[config.mk]
export PLATFORM = sky130hd
export DESIGN_NAME = lsu_dccm_wr_ecc_flat
export DESIGN_NICKNAME = d
export VERILOG_FILES = /design/src/rtl/lsu_dccm_wr_ecc_if.sv /design/src/rtl/lsu_dccm_wr_ecc.sv /design/src/flat_wrapper.sv
export SDC_FILE = /design/constraint.sdc
export NUM_CORES = 1
export LEC_CHECK = 0
export ABC_AREA = 1
export CORE_MARGIN = 2
export CORE_UTILIZATION = 50
export CTS_BUF_LIST = sky130_fd_sc_hd__clkbuf_8
export DETAILED_ROUTE_END_ITERATION = 7
export MAX_ROUTING_LAYER = met4
export PLACE_DENSITY = 0.75
export SYNTH_ARGS = -nofsm -noshare
export SYNTH_HDL_FRONTEND = slang
export SYNTH_SLANG_ARGS = --single-unit
export TNS_END_PERCENT = 10
[constraint.sdc]
create_clock -name clk -period 6.4 [get_ports clk]
set_input_delay 1.28 -clock clk [delete_from_list [all_inputs] [get_ports clk]]
set_output_delay 1.28 -clock clk [all_outputs]
set_load 0.03 [all_outputs]
[src/rtl/lsu_dccm_wr_ecc_if.sv]
// Signal bundle between the LSU write sources (store buffer, DC3 SEC correction)
// and the DCCM write-side ECC engine, including the engine's DCCM write port.
interface lsu_dccm_wr_ecc_if #(
  parameter int DCCM_BITS   = 16,
  parameter int DATA_WIDTH  = 32,
  parameter int ECC_WIDTH   = 7,
  parameter int SCRUB_DEPTH = 2
);
  // Handshake: stbuf_wr_req is a level request that holds its addr/data until
  // stbuf_wr_ack is seen high in the same cycle; the write is committed on that edge.
  // sec_valid_dc3 is a single-cycle strobe with no back-pressure.
  logic                              dec_tlu_core_ecc_disable;
  logic                              dccm_wr_block;
  logic                              stbuf_wr_req;
  logic [DCCM_BITS-1:0]              stbuf_wr_addr;
  logic [DATA_WIDTH-1:0]             stbuf_wr_data;
  logic                              stbuf_wr_ack;
  logic                              sec_valid_dc3;
  logic [DCCM_BITS-1:0]              sec_addr_dc3;
  logic [DATA_WIDTH-1:0]             sec_data_dc3;
  logic                              dccm_wren;
  logic [DCCM_BITS-1:0]              dccm_wr_addr;
  logic [DATA_WIDTH+ECC_WIDTH-1:0]   dccm_wr_data;
  logic [$clog2(SCRUB_DEPTH):0]      scrub_pending;
  logic                              scrub_overflow;

  modport master (
    output dec_tlu_core_ecc_disable, dccm_wr_block,
    output stbuf_wr_req, stbuf_wr_addr, stbuf_wr_data,
    output sec_valid_dc3, sec_addr_dc3, sec_data_dc3,
    input  stbuf_wr_ack, dccm_wren, dccm_wr_addr, dccm_wr_data,
    input  scrub_pending, scrub_overflow
  );

  modport slave (
    input  dec_tlu_core_ecc_disable, dccm_wr_block,
    input  stbuf_wr_req, stbuf_wr_addr, stbuf_wr_data,
    input  sec_valid_dc3, sec_addr_dc3, sec_data_dc3,
    output stbuf_wr_ack, dccm_wren, dccm_wr_addr, dccm_wr_data,
    output scrub_pending, scrub_overflow
  );
endinterface

[src/rtl/lsu_dccm_wr_ecc.sv]
// DCCM write-side engine: arbitrates store-buffer drains against SEC scrub
// writebacks, encodes SEC-DED check bits and registers one DCCM write per cycle.
module lsu_dccm_wr_ecc #(
  parameter int DCCM_BITS   = 16,
  parameter int DATA_WIDTH  = 32,
  parameter int ECC_WIDTH   = 7,
  parameter int SCRUB_DEPTH = 2,
  parameter int STARVE_MAX  = 4
) (
  input logic                 clk,
  input logic                 rst,
  lsu_dccm_wr_ecc_if.slave    bus
);
  localparam int PW = $clog2(SCRUB_DEPTH);
  localparam int CW = PW + 1;
  localparam int SW = $clog2(STARVE_MAX + 1);

  // Same masks as rvecc_encode; the check-bit layout is defined for 32-bit words.
  function automatic logic [6:0] ecc32(input logic [31:0] d);
    logic [6:0] c;
    c[0] = ^(d & 32'h56AAAD5B);
    c[1] = ^(d & 32'h9B33366D);
    c[2] = ^(d & 32'hE3C3C78E);
    c[3] = ^(d & 32'h03FC07F0);
    c[4] = ^(d & 32'h03FFF800);
    c[5] = ^(d & 32'hFC000000);
    c[6] = ^{d, c[5:0]};
    return c;
  endfunction

  logic [DCCM_BITS-1:0]            ent_addr_q [SCRUB_DEPTH];
  logic [DATA_WIDTH-1:0]           ent_data_q [SCRUB_DEPTH];
  logic [SCRUB_DEPTH-1:0]          ent_vld_q;
  logic [PW-1:0]                   rd_ptr_q, wr_ptr_q;
  logic [CW-1:0]                   count_q, count_d;
  logic [SW-1:0]                   starve_q, starve_d;
  logic                            overflow_q, overflow_d;
  logic                            wren_q;
  logic [DCCM_BITS-1:0]            wr_addr_q;
  logic [DATA_WIDTH+ECC_WIDTH-1:0] wr_data_q;

  logic                  q_empty, q_full;
  logic                  grant_scrub, grant_stbuf;
  logic                  dup_hit, capture, push;
  logic [DCCM_BITS-1:0]  sel_addr;
  logic [DATA_WIDTH-1:0] sel_data;
  logic [ECC_WIDTH-1:0]  sel_ecc;

  assign q_empty = (count_q == '0);
  assign q_full  = (count_q == CW'(SCRUB_DEPTH));

  // Scrub wins unless the store buffer has been passed over STARVE_MAX times in a row.
  assign grant_scrub = ~rst & ~bus.dccm_wr_block & ~q_empty &
                       ((starve_q < SW'(STARVE_MAX)) | ~bus.stbuf_wr_req);
  assign grant_stbuf = ~rst & ~bus.dccm_wr_block & bus.stbuf_wr_req & ~grant_scrub;

  always_comb begin
    dup_hit = 1'b0;
    for (int i = 0; i < SCRUB_DEPTH; i++) begin
      if (ent_vld_q[i] && (ent_addr_q[i] == bus.sec_addr_dc3)) dup_hit = 1'b1;
    end
  end

  // A store granted this cycle to the same word supersedes the corrected read data.
  assign capture = bus.sec_valid_dc3 & ~bus.dec_tlu_core_ecc_disable & ~dup_hit &
                   ~(grant_stbuf & (bus.stbuf_wr_addr == bus.sec_addr_dc3));
  assign push       = capture & (~q_full | grant_scrub);
  assign overflow_d = capture & q_full & ~grant_scrub;
  assign count_d    = count_q + CW'(push) - CW'(grant_scrub);

  always_comb begin
    starve_d = starve_q;
    if (!bus.dccm_wr_block) begin
      if (grant_stbuf || !bus.stbuf_wr_req) starve_d = '0;
      else if (grant_scrub && (starve_q < SW'(STARVE_MAX))) starve_d = starve_q + SW'(1);
    end
  end

  assign sel_addr = grant_scrub ? ent_addr_q[rd_ptr_q] : bus.stbuf_wr_addr;
  assign sel_data = grant_scrub ? ent_data_q[rd_ptr_q] : bus.stbuf_wr_data;
  // ECC uses the disable level at grant time, so queued entries follow later toggles.
  assign sel_ecc  = bus.dec_tlu_core_ecc_disable ? '0 : ECC_WIDTH'(ecc32(sel_data));

  always_ff @(posedge clk) begin
    if (push) begin
      ent_addr_q[wr_ptr_q] <= bus.sec_addr_dc3;
      ent_data_q[wr_ptr_q] <= bus.sec_data_dc3;
    end
  end

  always_ff @(posedge clk) begin
    if (rst) begin
      ent_vld_q  <= '0;
      rd_ptr_q   <= '0;
      wr_ptr_q   <= '0;
      count_q    <= '0;
      starve_q   <= '0;
      overflow_q <= 1'b0;
      wren_q     <= 1'b0;
      wr_addr_q  <= '0;
      wr_data_q  <= '0;
    end else begin
      if (grant_scrub) begin
        ent_vld_q[rd_ptr_q] <= 1'b0;
        rd_ptr_q            <= rd_ptr_q + PW'(1);
      end
      if (push) begin
        ent_vld_q[wr_ptr_q] <= 1'b1;
        wr_ptr_q            <= wr_ptr_q + PW'(1);
      end
      count_q    <= count_d;
      starve_q   <= starve_d;
      overflow_q <= overflow_d;
      wren_q     <= grant_scrub | grant_stbuf;
      if (grant_scrub || grant_stbuf) begin
        wr_addr_q <= sel_addr;
        wr_data_q <= {sel_ecc, sel_data};
      end
    end
  end

  assign bus.stbuf_wr_ack   = grant_stbuf;
  assign bus.dccm_wren      = wren_q;
  assign bus.dccm_wr_addr   = wr_addr_q;
  assign bus.dccm_wr_data   = wr_data_q;
  assign bus.scrub_pending  = count_q;
  assign bus.scrub_overflow = overflow_q;
endmodule

[src/flat_wrapper.sv]
// flat-port wrapper written by rule: the top's interface ports become plain ports
module lsu_dccm_wr_ecc_flat 
#(
  parameter int DCCM_BITS   = 16,
  parameter int DATA_WIDTH  = 32,
  parameter int ECC_WIDTH   = 7,
  parameter int SCRUB_DEPTH = 2,
  parameter int STARVE_MAX  = 4
)
  (clk, rst, bus_dec_tlu_core_ecc_disable, bus_dccm_wr_block, bus_stbuf_wr_req, bus_stbuf_wr_addr, bus_stbuf_wr_data, bus_sec_valid_dc3, bus_sec_addr_dc3, bus_sec_data_dc3, bus_stbuf_wr_ack, bus_dccm_wren, bus_dccm_wr_addr, bus_dccm_wr_data, bus_scrub_pending, bus_scrub_overflow);
  lsu_dccm_wr_ecc_if #(.DCCM_BITS(DCCM_BITS), .DATA_WIDTH(DATA_WIDTH), .ECC_WIDTH(ECC_WIDTH), .SCRUB_DEPTH(SCRUB_DEPTH)) bus_i ();
  input logic clk;
  input logic rst;
  input wire logic [$bits(bus_i.dec_tlu_core_ecc_disable)-1:0] bus_dec_tlu_core_ecc_disable;
  input wire logic [$bits(bus_i.dccm_wr_block)-1:0] bus_dccm_wr_block;
  input wire logic [$bits(bus_i.stbuf_wr_req)-1:0] bus_stbuf_wr_req;
  input wire logic [$bits(bus_i.stbuf_wr_addr)-1:0] bus_stbuf_wr_addr;
  input wire logic [$bits(bus_i.stbuf_wr_data)-1:0] bus_stbuf_wr_data;
  input wire logic [$bits(bus_i.sec_valid_dc3)-1:0] bus_sec_valid_dc3;
  input wire logic [$bits(bus_i.sec_addr_dc3)-1:0] bus_sec_addr_dc3;
  input wire logic [$bits(bus_i.sec_data_dc3)-1:0] bus_sec_data_dc3;
  output wire logic [$bits(bus_i.stbuf_wr_ack)-1:0] bus_stbuf_wr_ack;
  output wire logic [$bits(bus_i.dccm_wren)-1:0] bus_dccm_wren;
  output wire logic [$bits(bus_i.dccm_wr_addr)-1:0] bus_dccm_wr_addr;
  output wire logic [$bits(bus_i.dccm_wr_data)-1:0] bus_dccm_wr_data;
  output wire logic [$bits(bus_i.scrub_pending)-1:0] bus_scrub_pending;
  output wire logic [$bits(bus_i.scrub_overflow)-1:0] bus_scrub_overflow;
  assign bus_i.dec_tlu_core_ecc_disable = bus_dec_tlu_core_ecc_disable;
  assign bus_i.dccm_wr_block = bus_dccm_wr_block;
  assign bus_i.stbuf_wr_req = bus_stbuf_wr_req;
  assign bus_i.stbuf_wr_addr = bus_stbuf_wr_addr;
  assign bus_i.stbuf_wr_data = bus_stbuf_wr_data;
  assign bus_i.sec_valid_dc3 = bus_sec_valid_dc3;
  assign bus_i.sec_addr_dc3 = bus_sec_addr_dc3;
  assign bus_i.sec_data_dc3 = bus_sec_data_dc3;
  assign bus_stbuf_wr_ack = bus_i.stbuf_wr_ack;
  assign bus_dccm_wren = bus_i.dccm_wren;
  assign bus_dccm_wr_addr = bus_i.dccm_wr_addr;
  assign bus_dccm_wr_data = bus_i.dccm_wr_data;
  assign bus_scrub_pending = bus_i.scrub_pending;
  assign bus_scrub_overflow = bus_i.scrub_overflow;
  lsu_dccm_wr_ecc #(.DCCM_BITS(DCCM_BITS), .DATA_WIDTH(DATA_WIDTH), .ECC_WIDTH(ECC_WIDTH), .SCRUB_DEPTH(SCRUB_DEPTH), .STARVE_MAX(STARVE_MAX)) u_core (.clk(clk), .rst(rst), .bus(bus_i));
endmodule
Yosys cells after proc, flatten, opt, wreduce, memory -nomap -nowiden
Memories as Yosys holds them, arrays and structs flattened. A register that Yosys moved wholly into a read port is not among the register bits.
Index checks and enable logic that the tools add are counted.
{"block": "op_classes", "n_addsub": 5, "magnitude_cmp": 5, "eq_ne": 4, "mux": 20, "n_bitwise": 27, "reduce_logical": 18}
{"cell": "32-bit XOR reduction", "n": 6}
{"cell": "16-bit == test", "n": 3}
{"cell": "38-bit XOR reduction", "n": 1}
{"cell": "32-bit two-way mux", "n": 1}
{"cell": "16-bit two-way mux", "n": 1}
{"cell": "1-bit bitwise AND", "n": 12}
{"cell": "1-bit two-way mux", "n": 10}
{"cell": "1-bit inverter", "n": 9}
{"cell": "7-bit two-way mux", "n": 1}
{"cell": "2-bit two-way mux", "n": 3}
{"cell": "3-bit two-way mux", "n": 2}
{"cell": "1-bit logical AND", "n": 5}
{"cell": "1-bit by 2-bit less-than comparator with 1-bit output, second input constant", "n": 2}
{"cell": "3-bit by 1-bit adder with 3-bit output, second input constant", "n": 1}
{"cell": "3-bit less-than comparator, second input constant", "n": 1}
{"cell": "1-bit bitwise OR", "n": 3}
{"cell": "1-bit adder, second input constant", "n": 2}
{"cell": "2-bit by 1-bit adder with 2-bit output", "n": 1}
{"cell": "2-bit bitwise AND", "n": 1}
{"cell": "1-bit demux with 1-bit select", "n": 2}
{"cell": "2-bit == test, second input constant", "n": 1}
{"cell": "1-bit greater-or-equal comparator, second input constant", "n": 2}
{"cell": "2-bit zero test", "n": 1}
{"cell": "1-bit logical OR", "n": 2}
{"cell": "6 further kinds", "n": 6}
{"block": "totals", "ff_bits": 66, "ram_bits": 96, "inputBits": 102, "out_inout_bits": 60, "wordCells": 90, "memories": 2}
{"memory": "u_core.ent_data_q", "depth": 2, "width": 32, "read_ports": 1, "rd_ports_with_merged_regs": 1, "wr": 1, "line_no": "lsu_dccm_wr_ecc.sv:32", "source": "logic [DATA_WIDTH-1:0] ent_data_q [SCRUB_DEPTH];"}
{"memory": "u_core.ent_addr_q", "depth": 2, "width": 16, "read_ports": 3, "rd_ports_with_merged_regs": 1, "wr": 1, "line_no": "lsu_dccm_wr_ecc.sv:31", "source": "logic [DCCM_BITS-1:0] ent_addr_q [SCRUB_DEPTH];"}

Longest topological paths before layout
Gate-level depths: netlist of run 1.
{"block": "logic_depth", "word_depth": 12, "ltp_mapped": 26, "depth_no_buf": 24}

Worst setup path after synthesis of run 1
OpenSTA, ideal clock, no wires.
{"block": "synth_path", "path_kind": "input-to-reg", "startpoint": "in rst", "endpoint": "mem u_core.ent_addr_q[0][0], enable pin", "setup_ps": 455, "arrival_time_ps": 4594, "required_time_ps": 5945, "setup_slack_ps": 1351, "stages": 13, "path_buffers": 4, "path_cell_list": "buf_6 -> nor2_2 -> nand3_2 -> buf_6 -> buf_6 -> buf_6 -> nand2_1 -> inv_1 -> nand4_1 -> o41ai_1 -> nor2_1 -> nand2_1 -> nor2_1"}
{"block": "synth_between", "elab_chain_cells": 12, "word_cells_on_any_way": 14, "cone_classes": "2 x mux; 12 x bitwise"}
{"item": "start: declaration", "line_no": "flat_wrapper.sv:13", "source": "input logic rst;"}
{"item": "1-bit inverter *", "line_no": "lsu_dccm_wr_ecc.sv:53, lsu_dccm_wr_ecc.sv:55"}
{"item": "1-bit bitwise AND *", "line_no": "lsu_dccm_wr_ecc.sv:53, lsu_dccm_wr_ecc.sv:55"}
{"item": "1-bit bitwise AND (2 in series)", "line_no": "lsu_dccm_wr_ecc.sv:53", "source": "assign grant_scrub = ~rst & ~bus.dccm_wr_block & ~q_empty &"}
{"item": "1-bit inverter", "line_no": "lsu_dccm_wr_ecc.sv:55", "source": "assign grant_stbuf = ~rst & ~bus.dccm_wr_block & bus.stbuf_wr_req & ~grant_scrub;"}
{"item": "1-bit bitwise AND *", "line_no": "lsu_dccm_wr_ecc.sv:55"}
{"item": "named net bus_stbuf_wr_ack", "line_no": "flat_wrapper.sv:22", "source": "output wire logic [$bits(bus_i.stbuf_wr_ack)-1:0] bus_stbuf_wr_ack;"}
{"item": "1-bit bitwise AND *", "line_no": "lsu_dccm_wr_ecc.sv:66", "source": "~(grant_stbuf & (bus.stbuf_wr_addr == bus.sec_addr_dc3));"}
{"item": "1-bit inverter *", "line_no": "lsu_dccm_wr_ecc.sv:66"}
{"item": "1-bit bitwise AND *", "line_no": "lsu_dccm_wr_ecc.sv:65", "source": "assign capture = bus.sec_valid_dc3 & ~bus.dec_tlu_core_ecc_disable & ~dup_hit &"}
{"item": "1-bit bitwise AND *", "line_no": "lsu_dccm_wr_ecc.sv:67", "source": "assign push = capture & (~q_full | grant_scrub);"}
{"item": "1-bit two-way mux *", "line_no": "lsu_dccm_wr_ecc.sv:85", "source": "if (push) begin"}
{"item": "1-bit two-way mux (not written as such) *", "line_no": "lsu_dccm_wr_ecc.sv:86", "source": "ent_addr_q[wr_ptr_q] <= bus.sec_addr_dc3;"}
{"item": "end: declaration", "line_no": "lsu_dccm_wr_ecc.sv:31"}
The timed path passes the listed nets; every way through them passes the cells marked *.

Worst setup path in the final report of run 1
{"block": "layout_path", "startpoint": "in rst", "endpoint": "out bus_stbuf_wr_ack"}
{"block": "layout_between", "elab_chain_cells": 6, "word_cells_on_any_way": 7, "cone_classes": "7 x bitwise"}
{"item": "1-bit inverter *", "line_no": "lsu_dccm_wr_ecc.sv:53, lsu_dccm_wr_ecc.sv:55"}
{"item": "1-bit bitwise AND *", "line_no": "lsu_dccm_wr_ecc.sv:53, lsu_dccm_wr_ecc.sv:55"}
{"item": "1-bit bitwise AND (2 in series)", "line_no": "lsu_dccm_wr_ecc.sv:53"}
{"item": "1-bit inverter", "line_no": "lsu_dccm_wr_ecc.sv:55"}
{"item": "1-bit bitwise AND *", "line_no": "lsu_dccm_wr_ecc.sv:55"}
{"item": "end: declaration", "line_no": "flat_wrapper.sv:22"}
Every way passes the cells marked *; elsewhere a longest branch is shown, timed or not.

==> flow_summary.toml, run 1 <==
[detailed_routing]
wl_per_cell_um = 15.4
routed_via_density = 5.21
drc_errors = 0
num_vias = 8619
drt_iter0_drc = 793
dr.pass1.iters = 5
ant_nets = 0
routed_wl_mm = 25.5

[timing]
max_freq_ghz = 0.216
slew_violations = 0
worst_slack_ns = 1.78
fin_skew_ns = 0.0263
finalSetupViolations = 0
final.setup.tns_ns = 0
worstMarginPinSlew_ns = 1.19
min_period_ns = 4.62
max-slew-margin-rel_pct = 20.8
grt_setup_unrepaired = "no"
hold_violations = 0
period_share_pct = 72.2

[cells_and_area]
fin_cells = 1655
synthToLayoutAreaGrowth_pct = 23.2
drive_gt1_share_pct = 6.88
fin_util_pct = 63.3
fill_cells = 1560
final_net_count = 1518

[yosys]
synth_edf_count = 96
synthArstFlopShare_pct = 0
synth_warnings = 0
synth_cell_types = 41
syn_nets = 1373
ys.flop_type = "edfxtp_1"
netlist_area_um2 = 9300
synth-seq-cells = 163
synthCells = 1268
ys_seq_area_share_pct = 45.4
syn-mean-instance-area_um2 = 7.33

[setup_path]
path_buf_inv = 4
cp-start-kind = "primary input"
crit_slowest_cell = "clkdlybuf4s50_1"
path_cells = "clkdlybuf4s50_1, inv_2, nand2_1, nor2_1, nand2_1, inv_1, clkdlybuf4s50_1"
arrival_ns = 3.34
ff2ff_setup_slack_ns = 3.20
cpPeakStageDelay_ns = 0.73
cp_max_fo = 16
cp.required_ns = 5.12
path_class = "in -> out"
cp-end-kind = "primary output"
crit_family = "buffers and inverters"

[clock_network]
root_buffer = "clkbuf_8"
cts_buffers = 17
clockBufferDepth = 2
postCtsResizedCells = 0
h-tree-depth = 4
cts_tree = "built"
postCtsSetupRepairBufs = 0
cts_sinks = 163
cts.clk_slew.worst_paths_ns = 0.08
cts_hold_buffers = 0
clkLatencyLatePin_ns = 0.47

[power]
p_per_area_nw_per_um2 = 271
p_leak_nw = 5.44
power.total_mw = 3.10
vdd_drop_max_mv = 0.145

[placed_design]
gp_congestion = 0.936
placed_cells = 1623
dp_slack_ns = 1.49
numPortBuffers = 161
dp_hpwl_mm = 18.7

[run_status]
status = "complete, no violations"

[flow_run]
maxCapViolCount = 0

[grt]
grt_max_degree = 69
grt_overflow = 0
grt_pass1_wl_mm = 40.6
grt_usage_pct = 27.2
antenna_found_initial = 1
grt_pass1_vias = 7846

[min_path]
worstHoldPathType = "reg -> reg"

[floorplanning]
ios = 162
fp.dieH_um = 140
rows = 49
start_util_pct = 51.4
die_area_um2 = 19700
fp.dieW_um = 140
coreArea_um2 = 18100
-- path summary, 6_finish.rpt --
check	startpoint	end	depth (start not counted)
worst max register to register	u_core.bus.scrub_pending[1]	u_core.bus.dccm_wr_data[38]	23
worst min-delay path	u_core.bus.dccm_wr_data[35]	u_core.bus.dccm_wr_data[35]	2
worst max-delay path	rst	bus_stbuf_wr_ack	7
worst min register to register	u_core.bus.dccm_wr_data[35]	u_core.bus.dccm_wr_data[35]	2
-- power by group --
part | total (mW) | switching (mW) | internal [mW] | leakage (nW)
sequential | 1.23 | 0.0376 | 1.19 | 1.43
clock | 0.842 | 0.396 | 0.446 | 0.226
combinational | 1.03 | 0.665 | 0.368 | 3.78
total | 3.10 | 1.10 | 2.00 | 5.44
-- sequential cells by signal, summed over array words and instances (netlist names), named ones only --
signal                     flops
u_core.wr_ptr_q                1
u_core.bus.dccm_wren           1
u_core.bus.scrub_overflow      1
u_core.starve_q                3
u_core.ent_data_q             64
u_core.ent_vld_q               2
u_core.bus.dccm_wr_addr       16
u_core.ent_addr_q             32
u_core.bus.dccm_wr_data       39
u_core.bus.scrub_pending       2
u_core.rd_ptr_q                1
-- layout by cell type, fill, tap and decap left out, drive strengths merged, types with 5 or more instances in the layout --
| cell type | instances |
|---|---|
| a21oi | 18 |
| buf | 9 |
| clkbuf | 19 |
| clkdlybuf4s50 | 161 |
| dfxtp | 67 |
| edfxtp | 96 |
| inv | 166 |
| nand2 | 593 |
| nand3 | 78 |
| nand4 | 6 |
| nor2 | 30 |
| o211ai | 42 |
| o21ai | 67 |
| o21bai | 5 |
| o22ai | 5 |
| xnor2 | 16 |
| xor2 | 16 |
-- cell families (layout without fill, tap and decap cells) --
| kind of cell | Yosys count | in the layout | share of synthesized area, % |
|---|---|---|---|
| compound gates | 146 | 146 | 9.93 |
| xor+xnor | 32 | 32 | 3.02 |
| fa+ha+maj | 3 | 3 | 0.404 |
| buf+inv | 206 | 363 | 9.45 |
| flops | 163 | 163 | 45.4 |
| other cells | 0 | 1 | 0 |
| simple gates | 718 | 718 | 31.8 |
-- routing by layer --
metal | up-vias | wire length [um] | global-route usage (%)
met5 | - | 0 | -
li1 | 4339 | - | -
met3 | 35 | 2020 | 4.75
met2 | 358 | 11500 | 41.2
met4 | 0 | 467 | 8.40
met1 | 3887 | 11600 | 37.7
-- final cells by class --
cell class              instances  area [um^2]  area share, %
inverters                     162          608           5.31
diodes                          1         2.50         0.0219
multi-input cells             899         4210           36.8
clock inverters                12          176           1.54
well taps                     229          287           2.50
clock buffers                  19          262           2.28
repair buffers                170         1680           14.7
flip-flops and latches        163         4230           36.9
-- worst min-delay path, cell delays in order, from the launching register on --
cell	delay, ns
dfxtp_1	0.32
nand2_1	0.06
a21oi_1	0.05
-- synthesized netlist by cell type, drive strengths merged (2+ instances only) --
| library cell | count | area share [%] |
|---|---|---|
| xor2 | 16 | 1.5 |
| nor2 | 30 | 1.5 |
| o21bai | 5 | 0.40 |
| nand3b | 3 | 0.24 |
| a21oi | 18 | 0.97 |
| nor4 | 4 | 0.27 |
| o211ai | 42 | 3.4 |
| nor3 | 2 | 0.11 |
| edfxtp | 96 | 31 |
| clkbuf | 19 | 0.77 |
| a221oi | 2 | 0.19 |
| ha | 3 | 0.40 |
| o2111ai | 2 | 0.19 |
| dfxtp | 67 | 14 |
| nand4 | 6 | 0.40 |
| buf | 25 | 2.1 |
| nand2 | 593 | 25 |
| nand3 | 78 | 4.4 |
| o22ai | 5 | 0.34 |
| o21ai | 67 | 4.0 |
| inv | 162 | 6.5 |
| xnor2 | 16 | 1.5 |
-- per-stage QoR --
stage / hold slack [ns] / instance area [um^2]
floorplan: 0.450 / 9300
finish: 0.465 / 11400
global placement: 0.457 / 11000
global route: 0.488 / 11400
detailed placement: 0.459 / 11000
CTS: 0.472 / 11400
(Power assumes the default switching activity.)
==> run 2: changes to the inputs <==
- clock period: 6.4 -> 4.65 ns (I/O delays scaled with it)
==> flow_summary.toml, run 2 (same netlist as run 1, synthesis figures left out) <==
[timing]
slew_violations = 0
worst_slack_ns = 0.646
hold_slack_ns = 0.471
finalSetupViolations = 0
max-slew-margin-rel_pct = 48.6
period_share_pct = 86.1
max_freq_ghz = 0.250
worstMarginPinSlew_ns = 0.771
min_period_ns = 4.00
hold_violations = 0
grt_setup_unrepaired = "no"
final.setup.tns_ns = 0
fin_skew_ns = 0.0220

[cells_and_area]
final_common_cell = "nand2_1"
drive_gt1_share_pct = 7.07
top_register = "u_core.ent_data_q"
n_antenna_cell = 0
final_net_count = 1520
final_cell_mix = "nand2_1, clkdlybuf4s50_1, inv_1"
synthToLayoutAreaGrowth_pct = 22.8
fin_util_pct = 63.1
largest_reg_flops = 64
fin_area_um2 = 11400

[placed_design]
place_area_um2 = 11000
gp_congestion = 0.962
numPortBuffers = 161
dp_hpwl_mm = 18.3
dp_slack_ns = 0.580

[grt]
grt_pass1_vias = 7734
grt_max_degree = 109
antenna_found_initial = 0
grt_pass1_wl_mm = 39.6
grt_overflow = 0
grt_usage_pct = 26.5

[clock_network]
cts_buffers = 17
cts_hold_buffers = 0
postCtsResizedCells = 0
h-tree-depth = 4
clkLatencyLatePin_ns = 0.47
cts.clk_slew.worst_paths_ns = 0.08
postCtsSetupRepairBufs = 0
clockBufferDepth = 2
cts_sinks = 163
root_buffer = "clkbuf_8"
cts_tree = "built"

[floorplanning]
die_area_um2 = 19700
fp.dieH_um = 140
fp.dieW_um = 140
start_util_pct = 51.4
coreArea_um2 = 18100
rows = 49
ios = 162

[power]
p_per_area_nw_per_um2 = 361
p_leak_nw = 5.42
vdd_drop_max_mv = 0.234

[setup_path]
path_buf_inv = 4
path_cells = "clkdlybuf4s50_1, nand2_4, nand3_4, buf_12, nand2_1, inv_1, clkdlybuf4s50_1"
cpPeakStageDelay_ns = 0.69
arrival_ns = 3.07
cp-start-kind = "primary input"
critPathMostFrequentCell = "clkdlybuf4s50_1"
cp.required_ns = 3.72
path_class = "in -> out"
cp_max_fo = 108
crit_family = "buffers and inverters"
crit_slowest_cell = "clkdlybuf4s50_1"
cp-end-kind = "primary output"

[detailed_routing]
ant_nets = 0
num_vias = 8596
drt_iter0_drc = 699
routed_wl_mm = 24.8
routed_via_density = 5.19
dr.pass1.iters = 5
wl_per_cell_um = 15.0
drc_errors = 0

[run_status]
status = "complete, no violations"

[flow_run]
maxCapViolCount = 0

[min_path]
worstHoldPathType = "reg -> reg"
-- run 2: report_power, final --
group          switching (mW)  internal (mW)  total (mW)
registers              0.0526           1.63        1.69
logic                   0.911          0.512        1.42
clock network           0.577          0.430        1.01
-- run 2: cell type report --
class	instances	area, um^2
timing repair buffer	172	1720
clock buffer	17	234
clock inverter	15	135
multi-input combinational	899	4210
tap	229	287
fill	1589	6670
sequential	163	4230
inverter	162	608
-- run 2: worst reg2reg max path: stages, from the launching register on --
cell and delay (ns):
dfxtp_1 0.44, nand2_4 0.15, nand3_4 0.14, buf_12 0.38, nand2_1 0.11, inv_1 0.14, nand4_1 0.11, o41ai_1 0.45
nor2_1 0.10, nand2_1 0.14, inv_1 0.09, nand2_1 0.09, inv_2 0.04, buf_4 0.30
-- run 2: final timing paths --
| path | from | to | slack, ns | cells past startpoint |
|---|---|---|---|---|
| setup / recovery | bus_stbuf_wr_req | bus_stbuf_wr_ack | 0.65 | 7 |
| hold / removal | u_core.bus.dccm_wr_data[35] | u_core.bus.dccm_wr_data[35] | 0.47 | 2 |
| setup reg to reg | u_core.starve_q[2] | u_core.ent_data_q[1][20] | 1.57 | 13 |
| hold reg to reg | u_core.bus.dccm_wr_data[35] | u_core.bus.dccm_wr_data[35] | 0.47 | 2 |
-- run 2: through the flow --
step	instances	total power, mW
floorplan	1268	2.69
global placement	1625	3.10
detailed placement	1625	3.13
CTS	1657	4.13
global route	1657	4.37
finish	1657	4.12
-- run 2: routing by layer --
layer  vias up  GRT usage, %  wire [um]
met5         -             -          0
met4         0          8.24        588
met3        44          4.96       1720
met2       285          40.0      11100
met1      3919          36.3      11400
li1       4348             -          -
